`src/rtl/pd_hard_reset_ctrl_if.sv`:
```
// Signal bundle between the PD Hard Reset / Cable Reset transmitter and its host/PHY.
// The DUT takes the slave view; the master view drives the request side.
interface pd_hard_reset_ctrl_if #(
    parameter int RETRY_W = 2
);
    // PHY handshake: o_phy_req rises for an attempt and is held until i_phy_done is
    // sampled high in the same cycle (done wins over timeout), then drops on the next cycle.
    logic               i_start;
    logic [7:0]         i_transmit;
    logic               i_phy_done;
    logic [15:0]        i_alert_clr;
    logic               o_phy_req;
    logic [2:0]         o_phy_type;
    logic [7:0]         o_transmit;
    logic [15:0]        o_alert;
    logic [7:0]         o_receive_detect;
    logic [7:0]         o_receive_byte_count;
    logic               o_stop_attempt;
    logic               o_busy;
    logic [RETRY_W-1:0] o_retry_cnt;
    logic [2:0]         o_dbg_state;

    modport slave (
        input  i_start, i_transmit, i_phy_done, i_alert_clr,
        output o_phy_req, o_phy_type, o_transmit, o_alert, o_receive_detect,
               o_receive_byte_count, o_stop_attempt, o_busy, o_retry_cnt, o_dbg_state
    );

    modport master (
        output i_start, i_transmit, i_phy_done, i_alert_clr,
        input  o_phy_req, o_phy_type, o_transmit, o_alert, o_receive_detect,
               o_receive_byte_count, o_stop_attempt, o_busy, o_retry_cnt, o_dbg_state
    );
endinterface

```
`src/rtl/pd_hard_reset_ctrl.sv`:
```
// Protocol-layer Hard Reset / Cable Reset transmitter: PHY req/done handshake with an
// internal tHardResetComplete timer, bounded retries and sticky ALERT/RECEIVE reporting.
module pd_hard_reset_ctrl #(
    parameter int TIMEOUT_CYCLES = 900,
    parameter int CNT_W          = 10,
    parameter int MAX_RETRY      = 2,
    parameter int RETRY_W        = 2
) (
    input  logic             CLK,
    input  logic             reset,
    pd_hard_reset_ctrl_if.slave bus
);

    typedef enum logic [2:0] {
        S_IDLE        = 3'd0,
        S_SEND        = 3'd1,
        S_RETRY       = 3'd2,
        S_SUCCESS     = 3'd3,
        S_FAIL        = 3'd4,
        S_REPORT_OK   = 3'd5,
        S_REPORT_FAIL = 3'd6
    } state_e;

    localparam logic [CNT_W-1:0]   TIMEOUT_LAST = CNT_W'(TIMEOUT_CYCLES - 1);
    localparam logic [RETRY_W-1:0] RETRY_MAX    = RETRY_W'(MAX_RETRY);
    localparam logic [2:0]         TYPE_HARD    = 3'b101;
    localparam logic [2:0]         TYPE_CABLE   = 3'b110;

    state_e             state_q, state_d;
    logic [CNT_W-1:0]   cnt_q, cnt_d;
    logic [RETRY_W-1:0] retry_q, retry_d;
    logic [2:0]         type_q, type_d;
    logic [7:0]         transmit_q, transmit_d;
    logic [15:0]        alert_q, alert_d;
    logic [7:0]         rx_detect_q, rx_detect_d;
    logic [7:0]         rx_bytes_q, rx_bytes_d;
    logic               stop_q, stop_d;
    logic [15:0]        set_bits;
    logic               type_valid;
    logic               timeout;

    assign type_valid = (bus.i_transmit[2:0] == TYPE_HARD) || (bus.i_transmit[2:0] == TYPE_CABLE);
    assign timeout    = (cnt_q == TIMEOUT_LAST);

    always_ff @(posedge CLK or negedge reset) begin
        if (!reset) begin
            state_q     <= S_IDLE;
            cnt_q       <= '0;
            retry_q     <= '0;
            type_q      <= '0;
            transmit_q  <= '0;
            alert_q     <= '0;
            rx_detect_q <= '0;
            rx_bytes_q  <= '0;
            stop_q      <= 1'b0;
        end else begin
            state_q     <= state_d;
            cnt_q       <= cnt_d;
            retry_q     <= retry_d;
            type_q      <= type_d;
            transmit_q  <= transmit_d;
            alert_q     <= alert_d;
            rx_detect_q <= rx_detect_d;
            rx_bytes_q  <= rx_bytes_d;
            stop_q      <= stop_d;
        end
    end

    always_comb begin
        state_d     = state_q;
        cnt_d       = cnt_q;
        retry_d     = retry_q;
        type_d      = type_q;
        transmit_d  = transmit_q;
        rx_detect_d = rx_detect_q;
        rx_bytes_d  = rx_bytes_q;
        stop_d      = stop_q;
        set_bits    = '0;

        case (state_q)
            S_IDLE: begin
                if (bus.i_start) begin
                    if (type_valid) begin
                        type_d  = bus.i_transmit[2:0];
                        stop_d  = 1'b0;
                        retry_d = '0;
                        cnt_d   = '0;
                        state_d = S_SEND;
                    end else begin
                        // Unsupported TRANSMIT type: report failure without touching the PHY.
                        state_d = S_REPORT_FAIL;
                    end
                end
            end
            S_SEND: begin
                if (!timeout) begin
                    cnt_d = cnt_q + CNT_W'(1);
                end
                if (bus.i_phy_done) begin
                    state_d = S_SUCCESS;
                end else if (timeout) begin
                    state_d = (retry_q < RETRY_MAX) ? S_RETRY : S_FAIL;
                end
            end
            S_RETRY: begin
                retry_d = retry_q + RETRY_W'(1);
                cnt_d   = '0;
                state_d = S_SEND;
            end
            S_SUCCESS: begin
                transmit_d  = {5'b0, type_q};
                rx_detect_d = '0;
                rx_bytes_d  = (type_q == TYPE_CABLE) ? 8'd1 : 8'd0;
                state_d     = S_REPORT_OK;
            end
            S_FAIL: begin
                stop_d  = 1'b1;
                state_d = S_REPORT_FAIL;
            end
            S_REPORT_OK: begin
                set_bits[6] = 1'b1;
                state_d     = S_IDLE;
            end
            S_REPORT_FAIL: begin
                set_bits[4] = 1'b1;
                state_d     = S_IDLE;
            end
            default: begin
                state_d = S_IDLE;
            end
        endcase

        // Sticky ALERT: a set in the same cycle as a clear keeps the bit.
        alert_d = (alert_q & ~bus.i_alert_clr) | set_bits;
    end

    assign bus.o_phy_req            = (state_q == S_SEND);
    assign bus.o_phy_type           = type_q;
    assign bus.o_transmit           = transmit_q;
    assign bus.o_alert              = alert_q;
    assign bus.o_receive_detect     = rx_detect_q;
    assign bus.o_receive_byte_count = rx_bytes_q;
    assign bus.o_stop_attempt       = stop_q;
    assign bus.o_busy               = (state_q != S_IDLE);
    assign bus.o_retry_cnt          = retry_q;
    assign bus.o_dbg_state          = state_q;

endmodule

```
`src/flat_wrapper.sv`:
```
// flat-port wrapper written by rule: the top's interface ports become plain ports
module pd_hard_reset_ctrl_flat 
#(
    parameter int TIMEOUT_CYCLES = 900,
    parameter int CNT_W          = 10,
    parameter int MAX_RETRY      = 2,
    parameter int RETRY_W        = 2
)
  (CLK, reset, bus_i_start, bus_i_transmit, bus_i_phy_done, bus_i_alert_clr, bus_o_phy_req, bus_o_phy_type, bus_o_transmit, bus_o_alert, bus_o_receive_detect, bus_o_receive_byte_count, bus_o_stop_attempt, bus_o_busy, bus_o_retry_cnt, bus_o_dbg_state);
  pd_hard_reset_ctrl_if #(.RETRY_W(RETRY_W)) bus_i ();
  input  logic CLK;
  input  logic reset;
  input wire logic [$bits(bus_i.i_start)-1:0] bus_i_start;
  input wire logic [$bits(bus_i.i_transmit)-1:0] bus_i_transmit;
  input wire logic [$bits(bus_i.i_phy_done)-1:0] bus_i_phy_done;
  input wire logic [$bits(bus_i.i_alert_clr)-1:0] bus_i_alert_clr;
  output wire logic [$bits(bus_i.o_phy_req)-1:0] bus_o_phy_req;
  output wire logic [$bits(bus_i.o_phy_type)-1:0] bus_o_phy_type;
  output wire logic [$bits(bus_i.o_transmit)-1:0] bus_o_transmit;
  output wire logic [$bits(bus_i.o_alert)-1:0] bus_o_alert;
  output wire logic [$bits(bus_i.o_receive_detect)-1:0] bus_o_receive_detect;
  output wire logic [$bits(bus_i.o_receive_byte_count)-1:0] bus_o_receive_byte_count;
  output wire logic [$bits(bus_i.o_stop_attempt)-1:0] bus_o_stop_attempt;
  output wire logic [$bits(bus_i.o_busy)-1:0] bus_o_busy;
  output wire logic [$bits(bus_i.o_retry_cnt)-1:0] bus_o_retry_cnt;
  output wire logic [$bits(bus_i.o_dbg_state)-1:0] bus_o_dbg_state;
  assign bus_i.i_start = bus_i_start;
  assign bus_i.i_transmit = bus_i_transmit;
  assign bus_i.i_phy_done = bus_i_phy_done;
  assign bus_i.i_alert_clr = bus_i_alert_clr;
  assign bus_o_phy_req = bus_i.o_phy_req;
  assign bus_o_phy_type = bus_i.o_phy_type;
  assign bus_o_transmit = bus_i.o_transmit;
  assign bus_o_alert = bus_i.o_alert;
  assign bus_o_receive_detect = bus_i.o_receive_detect;
  assign bus_o_receive_byte_count = bus_i.o_receive_byte_count;
  assign bus_o_stop_attempt = bus_i.o_stop_attempt;
  assign bus_o_busy = bus_i.o_busy;
  assign bus_o_retry_cnt = bus_i.o_retry_cnt;
  assign bus_o_dbg_state = bus_i.o_dbg_state;
  pd_hard_reset_ctrl #(.TIMEOUT_CYCLES(TIMEOUT_CYCLES), .CNT_W(CNT_W), .MAX_RETRY(MAX_RETRY), .RETRY_W(RETRY_W)) u_core (.CLK(CLK), .reset(reset), .bus(bus_i));
endmodule
```
`config.mk`:
```
export PLATFORM = sky130hd
export DESIGN_NAME = pd_hard_reset_ctrl_flat
export DESIGN_NICKNAME = d
export VERILOG_FILES = /design/src/rtl/pd_hard_reset_ctrl_if.sv /design/src/rtl/pd_hard_reset_ctrl.sv /design/src/flat_wrapper.sv
export SDC_FILE = /design/constraint.sdc
export NUM_CORES = 1
export LEC_CHECK = 0
export ABC_AREA = 1
export CAP_MARGIN = 15
export CORE_MARGIN = 2
export CORE_UTILIZATION = 30
export CTS_BUF_LIST = sky130_fd_sc_hd__clkbuf_4 sky130_fd_sc_hd__clkbuf_8 sky130_fd_sc_hd__clkbuf_16
export DETAILED_ROUTE_END_ITERATION = 10
export SETUP_SLACK_MARGIN = 0.5
export SYNTH_ARGS = -nofsm -noshare
export SYNTH_HDL_FRONTEND = slang
export SYNTH_SLANG_ARGS = --single-unit
```
`constraint.sdc`:
```
create_clock -name CLK -period 3.4 [get_ports CLK]
set_input_delay 0.51 -clock CLK [delete_from_list [all_inputs] [get_ports CLK]]
set_output_delay 0.51 -clock CLK [all_outputs]
set_load 0.01 [all_outputs]
```
### Word-level counts from Yosys, hierarchy flattened

Index checks and enable logic that the tools add are counted.

* bits in latches: 0
* memory bits (writable): 0
* ROM bits: 0
* output and inout bits: 51
* memories kept: 0
* register bits: 46
* logic and storage cells: 58
* input port bits: 28

* add/sub/neg operators: 2
* reductions and logical operators: 11
* div/mod/pow operators: 0
* bitwise operators: 3
* shift-type cells: 0
* muxes and demuxes: 19
* order comparisons: 1
* $mul: 0
* equal/unequal tests: 14

Operators with widths (number)
* $mux W10: 3
* $pmux W10 S3: 1
* $eq A3 B3 Y1 const B: 6
* $and A16 B16 Y16: 1
* $not A16 Y16: 1
* $or A16 B7 Y16: 1
* $mux W3: 5
* $pmux W3 S5: 1
* $add A10 B1 Y10 const B: 1
* $eq A10 B10 Y1 const B: 1
* $reduce_and A3 Y1: 3
* $eq A3 B2 Y1 const B: 2
* $reduce_bool A3 Y1: 2
* $mux W1: 5
* $mux W2: 2
* $ne A2 B2 Y1 const B: 2
* $pmux W2 S2: 1
* $reduce_and A4 Y1: 1
* $reduce_bool A2 Y1: 2
* $eq A3 B1 Y1 const B: 1
* $logic_not A3 Y1: 1
* $ne A3 B2 Y1 const B: 1
* $add A2 B1 Y2 const B: 1
* $lt A2 B2 Y1 const B: 1
* 4 further kinds: 4

### Logic depth before layout (Yosys ltp)

* depth in word-level cells: 5
* gate-level depth with buffers: 9
* gate-level depth less buffers: 8

### Least setup slack after synthesis

OpenSTA, ideal clock, no wires.

* path kind: reg2out
* start: register u_core.state_q[2] (netlist: u_core.bus.o_dbg_state[2])
* end: output port bus_o_phy_req
* cell stages (with the launch flop): 4
* data arrival time: 0.846 ns
* path buffers: 0
* required time: 2.890 ns
* path slack: 2.044 ns
* path through: dfrtp_1 inv_2 nand3_4 inv_2

* cells in the longest elaborated chain, start to end: 1

Ends and longest elaborated chain
* start: declaration: RTL line pd_hard_reset_ctrl.sv:29 `state_e state_q, state_d;`
* start signal: assignment: RTL line pd_hard_reset_ctrl.sv:57 `state_q <= state_d;`
* $eq A3 B1 Y1: RTL line pd_hard_reset_ctrl.sv:137 `assign bus.o_phy_req = (state_q == S_SEND);`
* end: declaration: RTL line flat_wrapper.sv:17 `output wire logic [$bits(bus_i.o_phy_req)-1:0] bus_o_phy_req;`

Every way passes these cells.

### Final worst setup path

* start: register u_core.state_q[0] (netlist: u_core.bus.o_dbg_state[0])
* end: output port bus_o_phy_req

Same word-level chain as after synthesis.

==> results.md <==
- R2R depth: 8
- Worst R2R Start: u_core.bus.o_dbg_state[0]$_DFFE_PN0P_
- CTS Hold Buffers Added: 0
- Critical path required time: about 2.9 ns
- # nets final: between 300 and 400
- Clock Path Buffers: 2
- Crit-path cells: nand3_4, inv_2, clkdlybuf4s50_1
- Slew Limit Fails: 0
- Worst slew margin: 41.9%
- Max incr delay on CP: around 0.56 ns
- Final Setup Violations: 0
- Part of the Yosys area used for sequential elements: 49.2%
- Gr ovfl total: 0
- Mapped Area: 1980 um^2
- Leak: about 1.2 nW
- DR WL/cell: about 10 um
- CTS tree: done
- Crit-path slowest cell: clkdlybuf4s50_1
- Pwr per Cell Area: 620 nW/um^2
- Cell variety after synth: 33
- Vias per inst: roughly 4.2
- Die Wd: around 85 um
- Layout cells sized above 1: about 11%
- Sw power: ~0.59 mW
- Largest delay contributor family on the critical path: buffers and inverters
- Total die area: roughly 7300 um^2
- CP Depth: 3
- Clk_lat worst skew: slightly below 0.3 ns
- PortBufs: 53
- Internal: between 1 and 1.5 mW
- Final Hold Fails: 0
- Antenna violations before repair: 0
- Status: finished, final reports clean
- Number of max-cap violations: 0
- R2R Path End: u_core.bus.o_retry_cnt[0]$_DFFE_PN0P_
- Peak fanout along the critical path: 9
- Vias in the first global route: 1481
- Sw frac: around 37%
- CTS H-tree lvls: 2
- Buf+Inv Stages, Crit Path: 2
- Die Ht: 85.3 um
- Io pins: 79
- Crit path from: u_core.bus.o_dbg_state[0]$_DFFE_PN0P_
- Comb pwr share: between 40% and 50%
- Num CTS Buffers: 5
- Final GP Congestion: 0.751
- Hpwl dp: 2930 um
- Min-delay worst type: input port to asynchronous set/reset pin
- Slew @ Worst Pin: between 0.8 and 0.9 ns
- Synth warn: 0
- Post-synthesis instance total: between 200 and 250
- Worst Skew: between 0.01 and 0.015 ns
- Total global-route track usage: 11.7%
- Flop pwr share: 39.2%
- First-pass GRT wire length: 6800 um
- RSZ-0062 raised after global routing: false
- Sink Count: 39
- Largest net degree at the start of global routing: 40
- DRC: 0
- Top FF cell, synth: dfrtp_1
- Cts repair resizes: 0
- Post-CTS Setup Inserts: 0
- Core footprint: roughly 6400 um^2
- ANT nets after route: 0
- Root Buffer: clkbuf_8
- Worst EP arrival: 1.78 ns
- Initial Util: a little under a third
- Worst-path clk slew: around 0.080 ns
- Ant diodes: 0
- DRT iter0 DRCs: 53
- Vias: 1572
- Sum Neg Setup Slack: 0 ns
- F_max: 0.437 GHz
- Area Overhead vs Synth: 31.3%
- Fin crit share: 67.2%
- Seq cells post-synth: 39
- WS Path Type: flip-flop to primary output
- Area of the multi-input gates: ~800 um^2
- Synth async-reset ratio: 100%
- Setup crit end kind: primary output
- CP startpoint kind: flip-flop
- DRT Wirelength: approximately 3900 um
- Maximum VDD drop: 0.327 mV
- Final core utilization: between 40% and 50%
- Sequential Area: a little under 1000 um^2
- Row count: 29
- Clock power share: between 10% and 20%
- R2R Setup Slk: around 2 ns
- Drt pass-1 iters: 4
- Avg Cell Area, Syn: slightly above 8 um^2
- Number of synthesized flops with an enable pin: 0
- Layout fillers: 664
- Post-layout min period: around 2.3 ns
[worst max path at each step]
stage	to	slack, ns
detailed placement	bus_o_phy_req	1.40
global placement	bus_o_phy_req	1.39
global route	bus_o_phy_req	0.99
floorplan	bus_o_phy_req	2.04
finish	bus_o_phy_req	1.11
CTS	bus_o_phy_req	1.07
[power groups by stage]
stage	clock (mW)	sequential (mW)	combinational, mW
final	0.312	0.633	0.670
after global routing	0.347	0.647	0.746
after CTS	0.332	0.634	0.682
after detailed placement	0	0.642	0.679
after global placement	0	0.639	0.669
after floorplan	0	0.660	0.385
[per-layer routing]
layer  vias up  part of all wire, %  routed length (um)  global-route usage, %
met5         -                    0                   0                      0
met3         5                  5.7                 226                   3.31
li1        809                    -                   -                      -
met4         0                 0.68                  27                   3.03
met1       714                   45                1760                   14.8
met2        44                   49                1940                   19.5
[cells in the mapped netlist (2+ instances only)]
master,count,area [um^2]
nand2_1,61,229
dfrtp_1,39,976
nor2_1,34,128
inv_1,27,101
buf_4,20,150
o21ai_0,8,40.0
nand3_1,7,35.0
inv_2,5,18.8
nor2_2,5,31.3
a21oi_1,4,20.0
nand2_2,3,18.8
nand3_2,2,20.0
nor2_4,2,22.5
nor3_1,2,10.0
o32ai_1,2,17.5
or2_2,2,12.5
[worst reg2reg max path, stage by stage (launching register included)]
cell,delay [ns]
dfrtp_1,0.51
nor2_4,0.18
nand2_2,0.09
inv_2,0.07
nand2_1,0.10
nand2_1,0.11
nand2_1,0.08
nand2_1,0.06
o21ai_0,0.08
[kinds of logic after synthesis]
family          Yosys count  share of synthesized area [%]
simple gates            124                           28.6
mux                       1                          0.567
compound gates           19                           5.80
xor+xnor                  2                          0.883
fa+ha+maj                 1                          0.630
flops                    39                           49.2
other cells               1                          0.189
buf+inv                  53                           14.2
[stage by stage]
step,instances,hold slack (ns),setup slack (ns),power [mW],cell area (um^2)
3_3_place_gp,368,0.464,1.39,1.31,2520
2_1_floorplan,259,0.214,2.04,1.05,2060
3_5_place_dp,368,0.476,1.40,1.32,2520
6_report,376,0.336,1.11,1.61,2610
4_1_cts,376,0.376,1.07,1.65,2610
5_1_grt,376,0.428,0.992,1.74,2610
[placed cells by master (no fill, tap or decap)]
| cell type | n |
|---|---|
| xnor2_1 | 1 |
| clkbuf_8 | 5 |
| o21ai_0 | 8 |
| nand3b_1 | 1 |
| inv_1 | 27 |
| xor2_1 | 1 |
| clkbuf_4 | 2 |
| o21ai_2 | 1 |
| buf_2 | 1 |
| nand2_1 | 61 |
| o21bai_1 | 1 |
| o41ai_1 | 1 |
| nor2_2 | 5 |
| nor3_1 | 2 |
| nand3_2 | 2 |
| conb_1 | 20 |
| mux2_2 | 1 |
| o32ai_1 | 2 |
| o21a_1 | 1 |
| or2_1 | 1 |
| nor2_1 | 34 |
| nand2_2 | 3 |
| nand2_4 | 1 |
| nor3_2 | 1 |
| a21oi_1 | 4 |
| ha_1 | 1 |
| clkdlybuf4s50_1 | 52 |
| or2_2 | 2 |
| nand3_1 | 7 |
| nor2_4 | 2 |
| inv_2 | 5 |
| clkinv_2 | 1 |
| nor3b_1 | 1 |
| o21ai_1 | 1 |
| nand3_4 | 1 |
| dfrtp_1 | 39 |
[layout make-up]
cell class	instances	area share, %
multi-input combinational	167	30.6
tap	77	3.70
clock buffer	7	3.22
timing repair buffer	53	20.2
inverter	32	4.61
clock inverter	1	0.192
sequential	39	37.5
[state kept, by name, indices dropped and copies added (netlist names)]
name,cells
u_core.bus.o_alert,16
u_core.cnt_q,10
u_core.bus.o_dbg_state,3
u_core.bus.o_phy_type,3
u_core.bus.o_transmit,3
u_core.bus.o_retry_cnt,2
u_core.bus.o_receive_byte_count,1
u_core.bus.o_stop_attempt,1
(Power assumes the default switching activity.)
